`src/rtl/rt_de_stream_tx_pkg.sv`:
```
// Shared types and default sizes for the DE-stream transmitter and its paired CDC sender.
package rt_cdc_pkg;

    localparam int DWIDTH_DEF = 8;
    localparam int DEPTH_DEF  = 4;
    localparam int CWIDTH_DEF = 16;

    typedef enum logic [1:0] {
        IDLE = 2'd0,
        SEND = 2'd1,
        WAIT = 2'd2
    } state_t;

    function automatic int lvl_w(input int depth);
        return $clog2(depth) + 1;
    endfunction

endpackage

```
`src/rtl/rt_de_stream_tx_if.sv`:
```
// Upstream stream plus CDC-sender handshake bundle for rt_de_stream_tx.
interface rt_de_stream_tx_if import rt_cdc_pkg::*; #(
    parameter int DWIDTH = DWIDTH_DEF,
    parameter int DEPTH  = DEPTH_DEF,
    parameter int CWIDTH = CWIDTH_DEF
) ();

    logic                      rt_i_valid;
    logic                      rt_o_ready;
    logic [DWIDTH-1:0]         rt_i_data;
    logic                      rt_o_de;
    logic [DWIDTH-1:0]         rt_o_din;
    logic                      rt_i_busy;
    logic [lvl_w(DEPTH)-1:0]   rt_o_level;
    logic [CWIDTH-1:0]         rt_o_xfer_cnt;

    modport master (
        output rt_i_valid, rt_i_data, rt_i_busy,
        input  rt_o_ready, rt_o_de, rt_o_din, rt_o_level, rt_o_xfer_cnt
    );

    modport slave (
        input  rt_i_valid, rt_i_data, rt_i_busy,
        output rt_o_ready, rt_o_de, rt_o_din, rt_o_level, rt_o_xfer_cnt
    );

endinterface

```
`src/rtl/rt_de_stream_tx_fifo.sv`:
```
// Single-clock FIFO with synchronous reset and occupancy output; head word is visible on dout.
module rt_sync_fifo import rt_cdc_pkg::*; #(
    parameter int DWIDTH = DWIDTH_DEF,
    parameter int DEPTH  = DEPTH_DEF
) (
    input  logic                     clk,
    input  logic                     rst,
    input  logic                     push,
    input  logic [DWIDTH-1:0]        din,
    input  logic                     pop,
    output logic [DWIDTH-1:0]        dout,
    output logic [lvl_w(DEPTH)-1:0]  count,
    output logic                     full,
    output logic                     empty
);
    localparam int AW = $clog2(DEPTH);
    localparam int LW = lvl_w(DEPTH);

    logic [DWIDTH-1:0] mem [DEPTH];
    logic [AW-1:0]     wr_ptr;
    logic [AW-1:0]     rd_ptr;
    logic              do_push;
    logic              do_pop;

    assign full    = (count == LW'(DEPTH));
    assign empty   = (count == '0);
    assign do_push = push & ~full;
    assign do_pop  = pop & ~empty;
    assign dout    = mem[rd_ptr];

    always_ff @(posedge clk) begin
        if (do_push) begin
            mem[wr_ptr] <= din;
        end
    end

    // Pointers wrap naturally because DEPTH is a power of two.
    always_ff @(posedge clk) begin
        if (rst) begin
            wr_ptr <= '0;
            rd_ptr <= '0;
            count  <= '0;
        end else begin
            if (do_push) begin
                wr_ptr <= wr_ptr + AW'(1);
            end
            if (do_pop) begin
                rd_ptr <= rd_ptr + AW'(1);
            end
            case ({do_push, do_pop})
                2'b10:   count <= count + LW'(1);
                2'b01:   count <= count - LW'(1);
                default: count <= count;
            endcase
        end
    end

endmodule

```
`src/rtl/rt_de_stream_tx.sv`:
```
// Buffers upstream words and feeds them one at a time to a single-word CDC sender via de/busy.
//   state | meaning
//   IDLE  | nothing in flight; launch head word once busy is low
//   SEND  | de high, din held; the first edge with busy low is the acceptance
//   WAIT  | post-acceptance; first cycle ignores busy, then launch next or return to IDLE
module rt_de_stream_tx import rt_cdc_pkg::*; #(
    parameter int DWIDTH = DWIDTH_DEF,
    parameter int DEPTH  = DEPTH_DEF,
    parameter int CWIDTH = CWIDTH_DEF
) (
    input  logic               rt_i_clk,
    input  logic               rt_i_rst,
    rt_de_stream_tx_if.slave   bus
);
    localparam int LW = lvl_w(DEPTH);

    state_t            state;
    logic              wait_first;
    logic              rst_done;
    logic              push;
    logic              pop;
    logic              full;
    logic              empty;
    logic [DWIDTH-1:0] head;
    logic [LW-1:0]     level;

    // rst_done keeps ready low through reset and raises it on the first edge after release.
    assign bus.rt_o_ready = rst_done & ~full;
    assign bus.rt_o_level = level;
    assign push           = bus.rt_i_valid & bus.rt_o_ready;

    always_comb begin
        pop = 1'b0;
        if (!empty && !bus.rt_i_busy) begin
            if (state == IDLE) begin
                pop = 1'b1;
            end else if (state == WAIT && !wait_first) begin
                pop = 1'b1;
            end
        end
    end

    rt_sync_fifo #(
        .DWIDTH (DWIDTH),
        .DEPTH  (DEPTH)
    ) u_fifo (
        .clk   (rt_i_clk),
        .rst   (rt_i_rst),
        .push  (push),
        .din   (bus.rt_i_data),
        .pop   (pop),
        .dout  (head),
        .count (level),
        .full  (full),
        .empty (empty)
    );

    always_ff @(posedge rt_i_clk) begin
        if (rt_i_rst) begin
            state             <= IDLE;
            wait_first        <= 1'b0;
            rst_done          <= 1'b0;
            bus.rt_o_de       <= 1'b0;
            bus.rt_o_din      <= '0;
            bus.rt_o_xfer_cnt <= '0;
        end else begin
            rst_done <= 1'b1;
            case (state)
                IDLE: begin
                    if (pop) begin
                        bus.rt_o_din <= head;
                        bus.rt_o_de  <= 1'b1;
                        state        <= SEND;
                    end
                end
                SEND: begin
                    if (!bus.rt_i_busy) begin
                        bus.rt_o_de       <= 1'b0;
                        bus.rt_o_xfer_cnt <= bus.rt_o_xfer_cnt + CWIDTH'(1);
                        wait_first        <= 1'b1;
                        state             <= WAIT;
                    end
                end
                WAIT: begin
                    wait_first <= 1'b0;
                    if (pop) begin
                        bus.rt_o_din <= head;
                        bus.rt_o_de  <= 1'b1;
                        state        <= SEND;
                    end else if (!wait_first && !bus.rt_i_busy) begin
                        state <= IDLE;
                    end
                end
                default: begin
                    bus.rt_o_de <= 1'b0;
                    state       <= IDLE;
                end
            endcase
        end
    end

endmodule

```
`src/flat_wrapper.sv`:
```
// flat-port wrapper written by rule: the top's interface ports become plain ports
module rt_de_stream_tx_flat import rt_cdc_pkg::*;
#(
    parameter int DWIDTH = DWIDTH_DEF,
    parameter int DEPTH  = DEPTH_DEF,
    parameter int CWIDTH = CWIDTH_DEF
)
  (rt_i_clk, rt_i_rst, bus_rt_i_valid, bus_rt_i_data, bus_rt_i_busy, bus_rt_o_ready, bus_rt_o_de, bus_rt_o_din, bus_rt_o_level, bus_rt_o_xfer_cnt);
  rt_de_stream_tx_if #(.DWIDTH(DWIDTH), .DEPTH(DEPTH), .CWIDTH(CWIDTH)) bus_i ();
  input  logic rt_i_clk;
  input  logic rt_i_rst;
  input wire logic [$bits(bus_i.rt_i_valid)-1:0] bus_rt_i_valid;
  input wire logic [$bits(bus_i.rt_i_data)-1:0] bus_rt_i_data;
  input wire logic [$bits(bus_i.rt_i_busy)-1:0] bus_rt_i_busy;
  output wire logic [$bits(bus_i.rt_o_ready)-1:0] bus_rt_o_ready;
  output wire logic [$bits(bus_i.rt_o_de)-1:0] bus_rt_o_de;
  output wire logic [$bits(bus_i.rt_o_din)-1:0] bus_rt_o_din;
  output wire logic [$bits(bus_i.rt_o_level)-1:0] bus_rt_o_level;
  output wire logic [$bits(bus_i.rt_o_xfer_cnt)-1:0] bus_rt_o_xfer_cnt;
  assign bus_i.rt_i_valid = bus_rt_i_valid;
  assign bus_i.rt_i_data = bus_rt_i_data;
  assign bus_i.rt_i_busy = bus_rt_i_busy;
  assign bus_rt_o_ready = bus_i.rt_o_ready;
  assign bus_rt_o_de = bus_i.rt_o_de;
  assign bus_rt_o_din = bus_i.rt_o_din;
  assign bus_rt_o_level = bus_i.rt_o_level;
  assign bus_rt_o_xfer_cnt = bus_i.rt_o_xfer_cnt;
  rt_de_stream_tx #(.DWIDTH(DWIDTH), .DEPTH(DEPTH), .CWIDTH(CWIDTH)) u_core (.rt_i_clk(rt_i_clk), .rt_i_rst(rt_i_rst), .bus(bus_i));
endmodule
```
`config.mk`:
```
export PLATFORM = sky130hd
export DESIGN_NAME = rt_de_stream_tx_flat
export DESIGN_NICKNAME = d
export VERILOG_FILES = /design/src/rtl/rt_de_stream_tx_pkg.sv /design/src/rtl/rt_de_stream_tx_if.sv /design/src/rtl/rt_de_stream_tx_fifo.sv /design/src/rtl/rt_de_stream_tx.sv /design/src/flat_wrapper.sv
export SDC_FILE = /design/constraint.sdc
export NUM_CORES = 1
export LEC_CHECK = 0
export BUFFER_PORTS_ARGS = -buffer_cell sky130_fd_sc_hd__buf_2
export CORE_MARGIN = 2
export CORE_UTILIZATION = 40
export CTS_BUF_LIST = sky130_fd_sc_hd__clkbuf_8
export DETAILED_ROUTE_END_ITERATION = 6
export GPL_TIMING_DRIVEN = 0
export HOLD_SLACK_MARGIN = 0.06
export PLACE_DENSITY = 0.61
export SETUP_SLACK_MARGIN = 0.02
export SYNTH_ARGS = -nofsm -noshare
export SYNTH_HDL_FRONTEND = slang
export SYNTH_SLANG_ARGS = --single-unit
```
`constraint.sdc`:
```
create_clock -name rt_i_clk -period 3.4 [get_ports rt_i_clk]
set_input_delay 0.68 -clock rt_i_clk [delete_from_list [all_inputs] [get_ports rt_i_clk]]
set_output_delay 0.68 -clock rt_i_clk [all_outputs]
set_load 0.005 [all_outputs]
```
# ---- Word-level counts from Yosys, hierarchy flattened
# Memories as Yosys holds them, arrays and structs flattened. A register that Yosys moved wholly into a read port is not among the register bits.
# Cells that the tools add are included.
dict set report op_classes {
  multipliers 0
  n_eq_ne 9
  n_reduce_logical 16
  add_sub_neg 5
  shifts 0
  order_cmp 0
  n_div 0
  bitwise 7
  mux 17
}
# cell n
set ops {}
lappend ops {{16-bit by 1-bit adder with 16-bit output, second input constant} 1}
lappend ops {{1-bit 2-to-1 mux} 9}
lappend ops {{2-bit 2-to-1 mux} 4}
lappend ops {{2-bit AND reduction} 4}
lappend ops {{2-bit one-hot mux with 3 select lines} 1}
lappend ops {{3-bit one-hot mux with 2 select lines} 1}
lappend ops {{2-bit by 1-bit adder with 2-bit output, second input constant} 2}
lappend ops {{1-bit AND} 4}
lappend ops {{2-bit by 1-bit == test with 1-bit output, second input constant} 2}
lappend ops {{2-bit == test, second input constant} 2}
lappend ops {{2-bit != test, second input constant} 2}
lappend ops {{1-bit one-hot mux with 2 select lines} 2}
lappend ops {{2-bit nonzero test} 2}
lappend ops {{3-bit by 1-bit adder with 3-bit output, second input constant} 1}
lappend ops {{3-bit == test, second input constant} 1}
lappend ops {{1-bit logical AND} 3}
lappend ops {{1-bit zero test} 3}
lappend ops {{3-bit zero test} 1}
lappend ops {{3-bit != test, second input constant} 1}
lappend ops {{1-bit NOT} 3}
lappend ops {{3-bit AND reduction} 1}
lappend ops {{3-bit by 1-bit subtractor with 3-bit output, second input constant} 1}
lappend ops {{2-bit zero test} 1}
lappend ops {{2-bit by 1-bit != test with 1-bit output, second input constant} 1}
lappend ops {{2-bit OR reduction} 1}
dict set report word_totals {
  n_memories 1
  latch_bits 0
  ram_bits 32
  ff_bits 28
  inputBits 12
  mem_bits_ro 0
  output_inout_bits 29
}
# memory words width read_ports rd_ports_with_merged_regs wr line
set mem_list {}
lappend mem_list {u_core.u_fifo.mem 4 8 1 1 1 rt_de_stream_tx_fifo.sv:19} ;# logic [DWIDTH-1:0] mem [DEPTH];

# ---- Logic depth before layout (Yosys ltp)
# Gate-level depths: netlist of the first run.
dict set report logic_depth {
  ltp_word 8
  mapped_depth 12
  ltp_nobuf 11
}

# ---- Modules after synthesis
# Synthesis of the first run repeated with hierarchy kept, for this count alone.
dict set report hier_totals {
  hier_cells 236
  area_unflattened_um2 2841.5
}
# mod area_each_um2 cells_each n_inst
set modules_own_cells {}
lappend modules_own_cells {rt_sync_fifo 1630.3 96 1}
lappend modules_own_cells {rt_de_stream_tx 1211.2 140 1}

# ---- Worst setup path before layout of the first run
# OpenSTA, ideal clock, no wires.
dict set report synth_path {
  path_kind {flip-flop to flip-flop}
  start {register u_core.state[0]}
  end {register u_core.u_fifo.count[2]}
  arrival_time_ps 2314
  t_required_ps 3330
  path_buffers 1
  stages_incl_launch_ff 13
  period_less_slack_ps 2384
  path_slack_ps 1016
  path_cell_list {dfxtp_1 -> inv_1 -> ha_1 -> nor2b_1 -> o211ai_2 -> buf_4 -> inv_1 -> ha_1 -> inv_1 -> fa_1 -> xor2_1 -> or3_1 -> a21oi_1}
}
dict set report synth_between {
  elab_chain_cells 8
}
# element line
set synth_rtl {}
lappend synth_rtl {{start, declared} rt_de_stream_tx.sv:17} ;# state_t state;
lappend synth_rtl {{start signal, assigned} rt_de_stream_tx.sv:60} ;# state <= IDLE;
lappend synth_rtl {{start signal, assigned} rt_de_stream_tx.sv:73} ;# state <= SEND;
lappend synth_rtl {{start signal, assigned} rt_de_stream_tx.sv:81} ;# state <= WAIT;
lappend synth_rtl {{2-bit == test} rt_de_stream_tx.sv:37} ;# end else if (state == WAIT && !wait_first) begin
lappend synth_rtl {{1-bit logical AND} rt_de_stream_tx.sv:37}
lappend synth_rtl {{1-bit 2-to-1 mux} rt_de_stream_tx.sv:37}
lappend synth_rtl {{1-bit 2-to-1 mux (*)} rt_de_stream_tx.sv:35} ;# if (state == IDLE) begin
lappend synth_rtl {{1-bit 2-to-1 mux (*)} rt_de_stream_tx.sv:34} ;# if (!empty && !bus.rt_i_busy) begin
lappend synth_rtl {{1-bit AND (*)} rt_de_stream_tx_fifo.sv:28} ;# assign do_pop = pop & ~empty;
lappend synth_rtl {{via u_core.u_fifo.do_pop} rt_de_stream_tx_fifo.sv:23} ;# logic do_pop;
lappend synth_rtl {{2-bit by 1-bit == test with 1-bit output or 2-bit == test (tied branches)} rt_de_stream_tx_fifo.sv:50} ;# case ({do_push, do_pop})
lappend synth_rtl {{3-bit one-hot mux with 2 select lines or 2-bit nonzero test (tied branches)} n/a}
lappend synth_rtl {{end signal, assigned} rt_de_stream_tx_fifo.sv:51} ;# 2'b10: count <= count + LW'(1);
lappend synth_rtl {{end signal, assigned} rt_de_stream_tx_fifo.sv:52} ;# 2'b01: count <= count - LW'(1);
lappend synth_rtl {{end signal, assigned} rt_de_stream_tx_fifo.sv:53} ;# default: count <= count;
lappend synth_rtl {{end, declared} rt_de_stream_tx_fifo.sv:12} ;# output logic [lvl_w(DEPTH)-1:0] count,
# The timed path passes the listed nets; every way through them passes the cells marked *.
# A chain may end at the register's enable or synchronous reset.

# ---- Worst setup path after layout of the first run
# Ends and elaborated chain as after synthesis.

==> metrics, run 1 <==
mux cell area share after synthesis=0.106; CP arrival=slightly below 3 ns; total power=0.00220 W; largest net degree at the start of global routing=15; Final Cycle Share=0.769; Period minus WS final=2.62 ns; max cap viols=0; R2R setup slack=just under 0.8 ns; reg-to-reg endpoint=u_core.u_fifo.count[2]; share of cells above drive strength 1=0.271; Final Wtd Congestion=0.776; synth top area cells=edfxtp_1 34%, dfxtp_1 25%, mux4_2 6.3%, ha_1 4.4%, mux2i_1 3.9%; crit path launch=u_core.state[0]; post-CTS setup buffers=0; post-detail-place hpwl=3600 um; Layout area overhead=18.3%; CTS tree=built; number of top-level pins=41; crit-path max FO=10; min-delay worst type=reg -> reg; Total Routed Length=5240 um; Port-buffer cells=39; GR Overflow Total=0; FFs w/ async S/R, synth=0; adder-cell share of the synthesized area=0.0510; initial drt markers=49; power share of the combinational group=0.230; mapped cell area=0.00285 mm2; measured slew at the worst slew-check pin=roughly 0.54 ns; total number of yosys warnings=0; H-tree depth=3; Leakage=1.37 nW; first-pass GRT wire length=8540 um; CP endpoint=u_core.u_fifo.count[2]; initial antenna violation count=0; Routed Antenna Nets=0; nets@finish=298; clk sink count=68; Crit. End Element=flop; most frequent cell after synthesis=dfxtp_1; chip width=88.4 um; Crit Path Category=reg -> reg; clk root buf=clkbuf_8; Core ar.=between 0.006 and 0.007 mm2; Top FF cell, synth=dfxtp_1; Die Height=88.4 um; proportion of synthesized chip area in sequential cells=0.591; Tot GR Track Use=0.148; post-synthesis compound-gate area fraction=0.0523; #FFs+latches synth=68; hold path start=u_core.bus.rt_o_de; antenna cell count=0; Sw Pwr=approximately 0.00066 W; P_int=0.00153 W; largest family of logic cells by synthesized area=simple AND/OR/NAND/NOR gates; DR vias=1,843; clk slew on worst S/H paths=roughly 0.08 ns; final setup skew=0.00961 ns; Max Root-Sink Buffers=2; startpoint class of the critical path=flop; Post-synth EDFFs=32; WP data required=3.69 ns; unrepaired setup endpoints after global routing=false; Worst VDD drop=0.000302 V; syn nets=~250; Synth Area per Inst=about 13 um2; Post-CTS Hold Buffers=0; count of pins over their slew limit=0; worst skew pair latency=about 0.35 ns; Gate Count Post-Synth=roughly 230; TNS Setup=0 ns; vias per inst=between 4 and 5; biggest area consumer among synthesized cells=edfxtp_1; Switching Share=0.302; clock buffer count from CTS=9; share of the synthesized area in the top cell type=0.338; fin worst setup slack=0.785 ns; Synth Area in XOR/XNOR=0.0431; run status=completed; per-cell routed wire length=13.9 um; row count=30; DR pass1 iterations=4; sequential power share=0.454; post-CTS sizing=0; DRC=0; Final setup violation count=0; Rel. slew slack=0.639; Synth Area in Simple Gates=0.128; Hold Fails Final Rpt=0; number of global-route vias before repair=around 1,800; fmax=0.382 GHz; Post-synth top cells=36 x dfxtp_1, 32 x edfxtp_1, 29 x nor2_1; Yosys cell types=38; R2R cell count=12; Die ar.=0.00781 mm2; Clock power frac=0.316; PwrDens=653 mW/mm2; RR Startpoint=u_core.state[0]; Initial Util=0.417; pre-CTS setup slack=slightly below 0.8 ns
[how the worst min path moves through the flow]
stage          depth (start not counted)  slack, ns                      endpoint
5_1_grt                                2       0.51  u_core.bus.rt_o_xfer_cnt[15]
2_1_floorplan                          2       0.45            u_core.bus.rt_o_de
6_report                               2       0.47            u_core.bus.rt_o_de
4_1_cts                                2       0.47            u_core.bus.rt_o_de
3_3_place_gp                           2       0.46  u_core.bus.rt_o_xfer_cnt[15]
3_5_place_dp                           2       0.46            u_core.bus.rt_o_de
[routing by layer]
metal  vias up  global-route usage  share of wire
li1        910                   -              -
met4         0              0.0620          0.019
met1       886               0.185           0.46
met2        37               0.237           0.48
met5         -                   0              0
met3        10              0.0494          0.042
[sequential cells by signal (all words and copies together) (netlist names)]
signal and flops:
u_core.bus.rt_o_de 1, u_core.bus.rt_o_din 8, u_core.bus.rt_o_xfer_cnt 16, u_core.rst_done 1, u_core.state 2, u_core.u_fifo.count 3, u_core.u_fifo.mem 32, u_core.u_fifo.rd_ptr 2
u_core.u_fifo.wr_ptr 2, u_core.wait_first 1
[cell type report]
class / instances / area (um2)
Tap cell: 96 / 120
Buffer: 9 / 41.3
Clock buffer: 9 / 124
Timing Repair Buffer: 39 / 195
Sequential cell: 68 / 1680
Inverter: 11 / 41.3
Clock inverter: 7 / 82.6
Multi-Input combinational cell: 137 / 1080
Fill cell: 652 / 3460
[kinds of logic (layout without fill, tap and decap cells)]
group / Yosys count / count (layout)
compound gates: 22 / 22
fa+ha+maj: 11 / 11
xor+xnor: 14 / 14
simple gates: 70 / 70
buf+inv: 20 / 75
mux: 20 / 20
flops: 68 / 68
[stage by stage]
stage	area, um2	std cells	hold slack, ns	util
floorplan	2850	225	0.453	-
global placement	3160	360	0.459	0.463
detailed placement	3160	360	0.462	0.463
CTS	3370	376	0.475	0.493
global route	3370	376	0.512	0.493
finish	3370	376	0.475	0.493
[power groups by stage]
stage	registers (W)	clock network [W]	logic [W]
2_1_floorplan	0.00101	0	0.000376
3_3_place_gp	0.00102	0	0.000506
3_5_place_dp	0.00102	0	0.000512
4_1_cts	0.000998	0.000710	0.000516
5_1_grt	0.00101	0.000749	0.000578
6_report	0.000997	0.000695	0.000506
[critical path, cell delays in order (launching register included)]
cell      delay [ns]
dfxtp_1         0.34
inv_1           0.09
ha_1            0.21
nor2b_1         0.23
o211ai_2        0.16
buf_4           0.23
inv_1           0.07
ha_1            0.19
inv_1           0.06
fa_1            0.37
xor2_1          0.16
or3_1           0.30
a21oi_1         0.13
[cell usage in the layout, fill, tap and decap left out, types with 3 or more instances in the layout]
cell type / count
a21oi_1: 10
and3_1: 5
buf_2: 42
clkbuf_1: 5
clkbuf_8: 9
dfxtp_1: 36
edfxtp_1: 32
ha_1: 10
inv_1: 11
inv_6: 3
mux2i_1: 11
mux4_2: 8
nand2_1: 11
nand3_1: 5
nand4_1: 4
nor2_1: 29
nor2b_1: 3
o21ai_0: 4
xnor2_1: 3
xor2_1: 11
Note: power is estimated with default switching activity, not from simulation.
==> inputs of run 2 (changes only) <==
--- a/config.mk
+++ b/config.mk
@@ -5,6 +5,7 @@
 export SDC_FILE = /design/constraint.sdc
 export NUM_CORES = 1
 export LEC_CHECK = 0
+export ABC_AREA = 1
 export BUFFER_PORTS_ARGS = -buffer_cell sky130_fd_sc_hd__buf_2
 export CORE_MARGIN = 2
 export CORE_UTILIZATION = 40
@@ -12,7 +13,7 @@
 export DETAILED_ROUTE_END_ITERATION = 6
 export GPL_TIMING_DRIVEN = 0
 export HOLD_SLACK_MARGIN = 0.06
-export PLACE_DENSITY = 0.61
+export PLACE_DENSITY = 0.63
 export SETUP_SLACK_MARGIN = 0.02
 export SYNTH_ARGS = -nofsm -noshare
 export SYNTH_HDL_FRONTEND = slang
==> constraint.sdc (replaced) <==
create_clock -name rt_i_clk -period 2.2 [get_ports rt_i_clk]
set_input_delay 0.44 -clock rt_i_clk [delete_from_list [all_inputs] [get_ports rt_i_clk]]
set_output_delay 0.44 -clock rt_i_clk [all_outputs]
set_load 0.005 [all_outputs]
==> run 2 against run 1 <==
Setup slack lost 0.59 ns; die area grew 2.5%; global-route usage grew 1.4 points; power grew 58%; fmax grew 31%; critical endpoint unchanged; largest cell class unchanged.
==> metrics, run 2 <==
max reg flops=32 (unchanged); worst skew pair latency=0.35 ns (about the same); Synth Area per Inst=9.19 um2 (was 12.7 um2); CP arrival=2.24 ns (was 2.90 ns); Filler Cells Inserted=703 (was 652); clk root buf=clkbuf_8 (unchanged); Tot GR Track Use=0.163 (was 0.148); nets@finish=393 (was 298); WP data required=2.44 ns (was 3.69 ns); fmax=0.499 GHz (was 0.382 GHz); final hold slack=0.302 ns (was 0.475 ns); antenna cell count=0 (unchanged); Register Area=0.00169 mm2 (was 0.00168 mm2); PwrDens=995 mW/mm2 (was 653 mW/mm2); Crit Path Category=reg -> reg (unchanged); FFs w/ async S/R, synth=0 (unchanged); Initial Util=0.407 (was 0.417); Gate Count Post-Synth=318 (was 225); run status=completed (unchanged); Crit. End Element=flop (unchanged); TNS Setup=0 ns (unchanged); Post-synth top cells=71 x nor2_1, 45 x o21ai_0, 36 x dfxtp_1 (was 36 x dfxtp_1, 32 x edfxtp_1, 29 x nor2_1); DRC=0 (unchanged); Post-synth EDFFs=32 (unchanged); DR vias=2,241 (was 1,843); commonest non-fill, non-tap cell in the layout=nor2_1 (was buf_2); unrepaired setup endpoints after global routing=false (unchanged); Die Height=89.5 um (was 88.4 um); share of cells above drive strength 1=0.240 (was 0.271); Die ar.=0.00800 mm2 (was 0.00781 mm2); share of the synthesized area in the top cell type=0.329 (was 0.338); min-delay worst type=in -> reg (was reg -> reg); synth top area cells=edfxtp_1 33%, dfxtp_1 25%, nor2_1 9.1%, o21ai_0 7.7%, ha_1 4.3% (was edfxtp_1 34%, dfxtp_1 25%, mux4_2 6.3%, ha_1 4.4%, mux2i_1 3.9%); largest net degree at the start of global routing=15 (unchanged); Max Root-Sink Buffers=2 (unchanged); startpoint class of the critical path=flop (unchanged); vias per inst=4.73 (was 4.90); Final Cycle Share=0.910 (was 0.769); post-detail-place hpwl=4040 um (was 3600 um); measured slew at the worst slew-check pin=0.780 ns (was 0.541 ns); first-pass GRT wire length=9540 um (was 8540 um); proportion of synthesized chip area in sequential cells=0.576 (was 0.591); row count=31 (was 30); biggest area consumer among synthesized cells=edfxtp_1 (unchanged); number of global-route vias before repair=2,031 (was 1,750); Period minus WS final=2.00 ns (was 2.62 ns); clk slew on worst S/H paths=0.08 ns (about the same); Final setup violation count=0 (unchanged); syn nets=341 (was 248); number of top-level pins=41 (unchanged); total number of yosys warnings=0 (unchanged); initial antenna violation count=0 (unchanged); clk sink count=68 (unchanged); Top FF cell, synth=dfxtp_1 (unchanged); initial drt markers=86 (was 49); most frequent cell after synthesis=nor2_1 (was dfxtp_1); post-placement cell count=456 (was 360); count of pins over their slew limit=0 (unchanged); Most flops, register=u_core.u_fifo.mem (unchanged); Total Routed Length=5960 um (was 5240 um); clock buffer count from CTS=9 (unchanged); Yosys cell types=30 (was 38); H-tree depth=3 (unchanged); Rel. slew slack=0.478 (was 0.639); Routed Antenna Nets=0 (unchanged); CTS tree=built (unchanged); Port-buffer cells=39 (unchanged); Leakage=1.41 nW (was 1.37 nW); chip width=89.5 um (was 88.4 um); mapped cell area=0.00292 mm2 (was 0.00285 mm2); per-cell routed wire length=12.6 um (was 13.9 um); Hold Fails Final Rpt=0 (unchanged); #FFs+latches synth=68 (unchanged); final setup skew=0.00591 ns (was 0.00961 ns); total power=0.00348 W (was 0.00220 W); top flop regs=u_core.u_fifo.mem x32, u_core.bus.rt_o_xfer_cnt x16, u_core.bus.rt_o_din x8 (unchanged); GR Overflow Total=0 (unchanged); max cap viols=0 (unchanged); most frequent cells in the layout=71 x nor2_1, 45 x buf_2, 42 x o21ai_0, 34 x dfxtp_1, 32 x edfxtp_1 (was 42 x buf_2, 36 x dfxtp_1, 32 x edfxtp_1, 29 x nor2_1); DR pass1 iterations=4 (unchanged); Core ar.=0.00718 mm2 (was 0.00683 mm2); area of the multi-input gates=0.00109 mm2 (was 0.00108 mm2); Worst VDD drop=0.000469 V (was 0.000302 V); Layout Cells excl Fill=474 (was 376); Final Wtd Congestion=0.822 (was 0.776); crit-path max FO=3 (was 10); Layout area overhead=19.6% (was 18.3%)
==> run 2: changes by cell type after synthesis, sizes merged, moves of 10 or more <==
| cell | change |
|---|---|
| xor2 | -10 |
| nor2 | +45 |
| o21ai | +44 |
| mux2i | -11 |
| nand2 | +21 |
| inv | +21 |
==> run 2: stage by stage <==
step / setup WS [ns] / util / instance area, um2
after floorplan: 0.105 / - / 2920
after global placement: -0.144 / 0.452 / 3240
after detailed placement: -0.191 / 0.452 / 3240
after CTS: 0.0245 / 0.483 / 3470
after global routing: 0.0264 / 0.487 / 3490
final: 0.197 / 0.487 / 3490
==> run 2: path summary, 6_finish.rpt <==
check	endpoint	startpoint	slack (ns)	cells past startpoint
min reg2reg	u_core.bus.rt_o_de	u_core.bus.rt_o_de	0.47	2
min	u_core.u_fifo.mem[1][4]	bus_rt_i_data[4]	0.30	1
max	u_core.u_fifo.count[2]	u_core.state[0]	0.20	13
max reg2reg	u_core.u_fifo.count[2]	u_core.state[0]	0.20	13
==> run 2: cell type report <==
class / count / share of cell area
flip-flops and latches: 68 / 0.483
clock inverters: 7 / 0.0236
clock buffers: 9 / 0.0354
well taps: 99 / 0.0354
plain buffers: 10 / 0.0150
multi-input cells: 207 / 0.311
repair buffers: 41 / 0.0602
inverters: 33 / 0.0365
==> run 2: timing repair <==
item,in CTS,in global routing
setup buffers,2,0
pin swaps,1,4
hold buffers,0,0
endpoints found under the setup margin,2,2
resized for setup,6,12
==> run 2: where the power goes <==
part / switching [W] / internal [W]
Combinational: 0.000524 / 0.000329
Clock: 0.000531 / 0.000543
Sequential: 0.0000805 / 0.00147
Total: 0.00114 / 0.00234
==> run 2: worst max-delay path: stages (launching register included) <==
cell      delay, ns
dfxtp_2        0.35
inv_4          0.07
ha_4           0.14
inv_1          0.04
o21ai_1        0.10
nand3_1        0.13
clkinv_2       0.09
ha_2           0.17
inv_2          0.05
fa_2           0.37
a21oi_2        0.11
o21ai_1        0.08
o21ai_1        0.13
a21oi_1        0.05
==> run 2: logic make-up after synthesis <==
kind of cell / count (synthesis) / share of synthesized area
xor gates and xnor gates: 1 / 0.00300
AOI/OAI and AO/OA: 69 / 0.122
and+or+nand+nor: 126 / 0.190
buffers and inverters: 43 / 0.0604
adders and majority gates: 11 / 0.0497
DFF: 68 / 0.576
==> run 2: metal layers <==
layer	up-vias	GRT usage	wire length (um)
li1	1154	-	-
met1	1025	0.199	2720
met3	8	0.0554	245
met4	0	0.0733	100
met2	54	0.260	2890
met5	-	0	0
==> inputs of run 3 (changes only) <==
--- a/config.mk
+++ b/config.mk
@@ -17,4 +17,5 @@
 export SETUP_SLACK_MARGIN = 0.02
 export SYNTH_ARGS = -nofsm -noshare
 export SYNTH_HDL_FRONTEND = slang
+export SYNTH_HIERARCHICAL = 1
 export SYNTH_SLANG_ARGS = --single-unit
==> run 3 against run 2 <==
Final cell count shrank 0.42%; flip-flop and latch count grew 2; core utilization is 0.75 points higher; sequential power fell by 6%; power fell by 18%; clock skew is 0.0027 ns higher; largest cell class unchanged; largest power group unchanged; highest routed layer unchanged.
==> metrics, run 3 <==
number of global-route vias before repair=2,032 (was 2,031); post-detail-place hpwl=4080 um (was 4040 um); largest net degree at the start of global routing=12 (was 15); Crit. End Element=flop (unchanged); min-delay worst type=in -> reg (unchanged); Core ar.=0.00718 mm2 (unchanged); CP arrival=2.31 ns (was 2.24 ns); biggest area consumer among synthesized cells=edfxtp_1 (unchanged); worst skew pair latency=0.34 ns (was 0.35 ns); clk root buf=clkbuf_8 (unchanged); total number of yosys warnings=6 (was 0); PwrDens=801 mW/mm2 (was 995 mW/mm2); most frequent cells in the layout=46 x nand2_1, 41 x buf_2, 41 x nor2_1, 36 x dfxtp_1, 33 x inv_1 (was 71 x nor2_1, 45 x buf_2, 42 x o21ai_0, 34 x dfxtp_1, 32 x edfxtp_1); final hold slack=0.314 ns (was 0.302 ns); DR pass1 iterations=4 (unchanged); Routed Antenna Nets=0 (unchanged); clk slew on worst S/H paths=0.07 ns (was 0.08 ns); #FFs+latches synth=70 (was 68); vias per inst=4.86 (was 4.73); Leakage=1.44 nW (was 1.41 nW); delay-heaviest family, CP=simple AND/OR/NAND/NOR gates (was adder cells); GR Overflow Total=0 (unchanged); count of pins over their slew limit=0 (unchanged); Rel. slew slack=0.656 (was 0.478); mapped cell area=0.00294 mm2 (was 0.00292 mm2); Die Height=89.7 um (was 89.5 um); Yosys cell types=27 (was 30); FFs w/ async S/R, synth=0 (unchanged); final setup skew=0.00861 ns (was 0.00591 ns); Final Wtd Congestion=0.841 (was 0.822); Gate Count Post-Synth=312 (was 318); Most flops, register=u_core/u_fifo/mem (was u_core.u_fifo.mem); placed cell area=0.00326 mm2 (was 0.00324 mm2); Port-buffer cells=40 (was 39); Final setup violation count=0 (unchanged); share of cells above drive strength 1=0.247 (was 0.240); TNS Setup=0 ns (unchanged); Synth Area per Inst=9.41 um2 (was 9.19 um2); Period minus WS final=2.07 ns (was 2.00 ns); initial antenna violation count=0 (unchanged); clock buffer count from CTS=9 (unchanged); Post-synth EDFFs=32 (unchanged); CP max stage cell=dfxtp_2 (was fa_2); R2R setup slack=0.13 ns (was 0.20 ns); CP Buf/Inv Count=7 (was 4); Crit Path Category=reg -> reg (unchanged); number of top-level pins=41 (unchanged); Hold Fails Final Rpt=0 (unchanged); CTS tree=built (unchanged); commonest non-fill, non-tap cell in the layout=nand2_1 (was nor2_1); Final Cycle Share=0.940 (was 0.910); Die ar.=0.00804 mm2 (was 0.00800 mm2); unrepaired setup endpoints after global routing=false (unchanged); chip width=89.7 um (was 89.5 um); most frequent CP cell=inv_1 (was o21ai_1); Post-synth top cells=47 x nand2_1, 47 x nor2_1, 38 x dfxtp_1 (was 71 x nor2_1, 45 x o21ai_0, 36 x dfxtp_1); WP data required=2.44 ns (about the same); H-tree depth=3 (unchanged); fmax=0.484 GHz (was 0.499 GHz); Layout Cells excl Fill=472 (was 474); Worst VDD drop=0.000363 V (was 0.000469 V); synth top area cells=edfxtp_1 33%, dfxtp_1 26%, nand2_1 6.0%, nor2_1 6.0%, a21oi_1 4.4% (was edfxtp_1 33%, dfxtp_1 25%, nor2_1 9.1%, o21ai_0 7.7%, ha_1 4.3%); post-placement cell count=451 (was 456); run status=completed (unchanged); syn nets=331 (was 341); clk sink count=70 (was 68); finished layout cell area=0.00355 mm2 (was 0.00349 mm2); Max Root-Sink Buffers=2 (unchanged); startpoint class of the critical path=flop (unchanged); Tot GR Track Use=0.156 (was 0.163); Layout area overhead=20.8% (was 19.6%); measured slew at the worst slew-check pin=0.516 ns (was 0.780 ns); share of the synthesized area in the top cell type=0.327 (was 0.329); max cap viols=0 (unchanged); Initial Util=0.409 (was 0.407); first-pass GRT wire length=9390 um (was 9540 um); Total Routed Length=5970 um (was 5960 um); row count=31 (unchanged); antenna cell count=0 (unchanged); initial drt markers=134 (was 86); max reg flops=32 (unchanged); DRC=0 (unchanged); crit-path max FO=4 (was 3); final core utilization=0.495 (was 0.487); Top FF cell, synth=dfxtp_1 (unchanged); Critical Path, Cell by Cell=inv_1 > nand3_2 > inv_1 > nor2_2 > nand3b_1 > inv_4 > inv_1 > nor2_2 > ha_2 > inv_1 > fa_2 > inv_1 > nand2_1 > nand3_1 > nand2_1 > inv_1 > nor2_1 (was inv_4 > ha_4 > inv_1 > o21ai_1 > nand3_1 > clkinv_2 > ha_2 > inv_2 > fa_2 > a21oi_2 > o21ai_1 > o21ai_1 > a21oi_1); slowest stage delay, CP=0.36 ns (was 0.37 ns); DR vias=2,292 (was 2,241); top flop regs=u_core/u_fifo/mem x32, u_core/bus.rt_o_xfer_cnt x16, u_core/bus.rt_o_din x8 (was u_core.u_fifo.mem x32, u_core.bus.rt_o_xfer_cnt x16, u_core.bus.rt_o_din x8); proportion of synthesized chip area in sequential cells=0.586 (was 0.576); per-cell routed wire length=12.7 um (was 12.6 um); nets@finish=387 (was 393)
run 3: cell count changes in the layout (fill, tap and decap cells not counted), moves of 8 or more:
cell / before / now
nor2_1: 71 / 41
a21oi_1: 16 / 26
o22ai_1: 0 / 8
o21ai_0: 42 / 22
nand2_1: 29 / 46
run 3: metal layers:
metal | routed length (um) | vias to the layer above | share of wire | GRT usage
li1 | - | 1157 | - | -
met1 | 2890 | 1073 | 0.48 | 0.204
met2 | 2650 | 51 | 0.44 | 0.235
met3 | 304 | 11 | 0.051 | 0.0503
met4 | 131 | 0 | 0.022 | 0.0746
met5 | 0 | - | 0 | 0
run 3: worst paths after layout:
| path | end | from | cells past startpoint |
|---|---|---|---|
| max | u_core/u_fifo/count[2] | u_core/u_fifo/count[2] | 17 |
| min | u_core/u_fifo/mem[3][0] | bus_rt_i_data[0] | 1 |
| max reg2reg | u_core/u_fifo/count[2] | u_core/u_fifo/count[2] | 17 |
| min reg2reg | u_core/bus.rt_o_din[6] | u_core/bus.rt_o_din[6] | 2 |
run 3: power by group:
| group | switching (W) | internal, W | total, W |
|---|---|---|---|
| combinational | 0.000206 | 0.000139 | 0.000346 |
| clock | 0.000462 | 0.000575 | 0.00104 |
| sequential | 0.0000375 | 0.00142 | 0.00146 |
run 3: worst register-to-register path: stages, from the launching register on:
cell	delay, ns
dfxtp_2	0.36
inv_1	0.07
nand3_2	0.10
inv_1	0.07
nor2_2	0.10
nand3b_1	0.14
inv_4	0.08
inv_1	0.04
nor2_2	0.12
ha_2	0.18
inv_1	0.06
fa_2	0.34
inv_1	0.06
nand2_1	0.07
nand3_1	0.07
nand2_1	0.05
inv_1	0.04
nor2_1	0.03
run 3: logic make-up (layout without fill, tap and decap cells):
family,count (synthesis),in the layout,share of synthesized area
simple gates,128,128,0.195
compound gates,61,61,0.110
flops,70,70,0.586
xor+xnor,4,4,0.0119
buf+inv,42,103,0.0643
fa+ha+maj,7,7,0.0324
run 3: timing repair:
| item | in CTS | in global routing |
|---|---|---|
| hold buffers | 0 | 0 |
| setup endpoints to repair | 34 | 10 |
| pin swaps | 0 | 4 |
| buffers inserted | 1 | 4 |
| gates resized for setup | 9 | 9 |
run 3: cell type report:
cell class / count / area (um2)
repair buffers: 45 / 238
inverters: 35 / 134
clock buffers: 11 / 151
flip-flops and latches: 70 / 1720
plain buffers: 7 / 57.6
fillers: 689 / 3630
clock inverters: 5 / 50.0
multi-input cells: 200 / 1070
well taps: 99 / 124
run 3: through the flow:
stage	setup WS (ns)	power, W
2_1_floorplan	0.0753	0.00168
3_3_place_gp	-0.261	0.00178
3_5_place_dp	-0.280	0.00178
4_1_cts	0.0432	0.00284
5_1_grt	0.00652	0.00299
6_report	0.132	0.00284
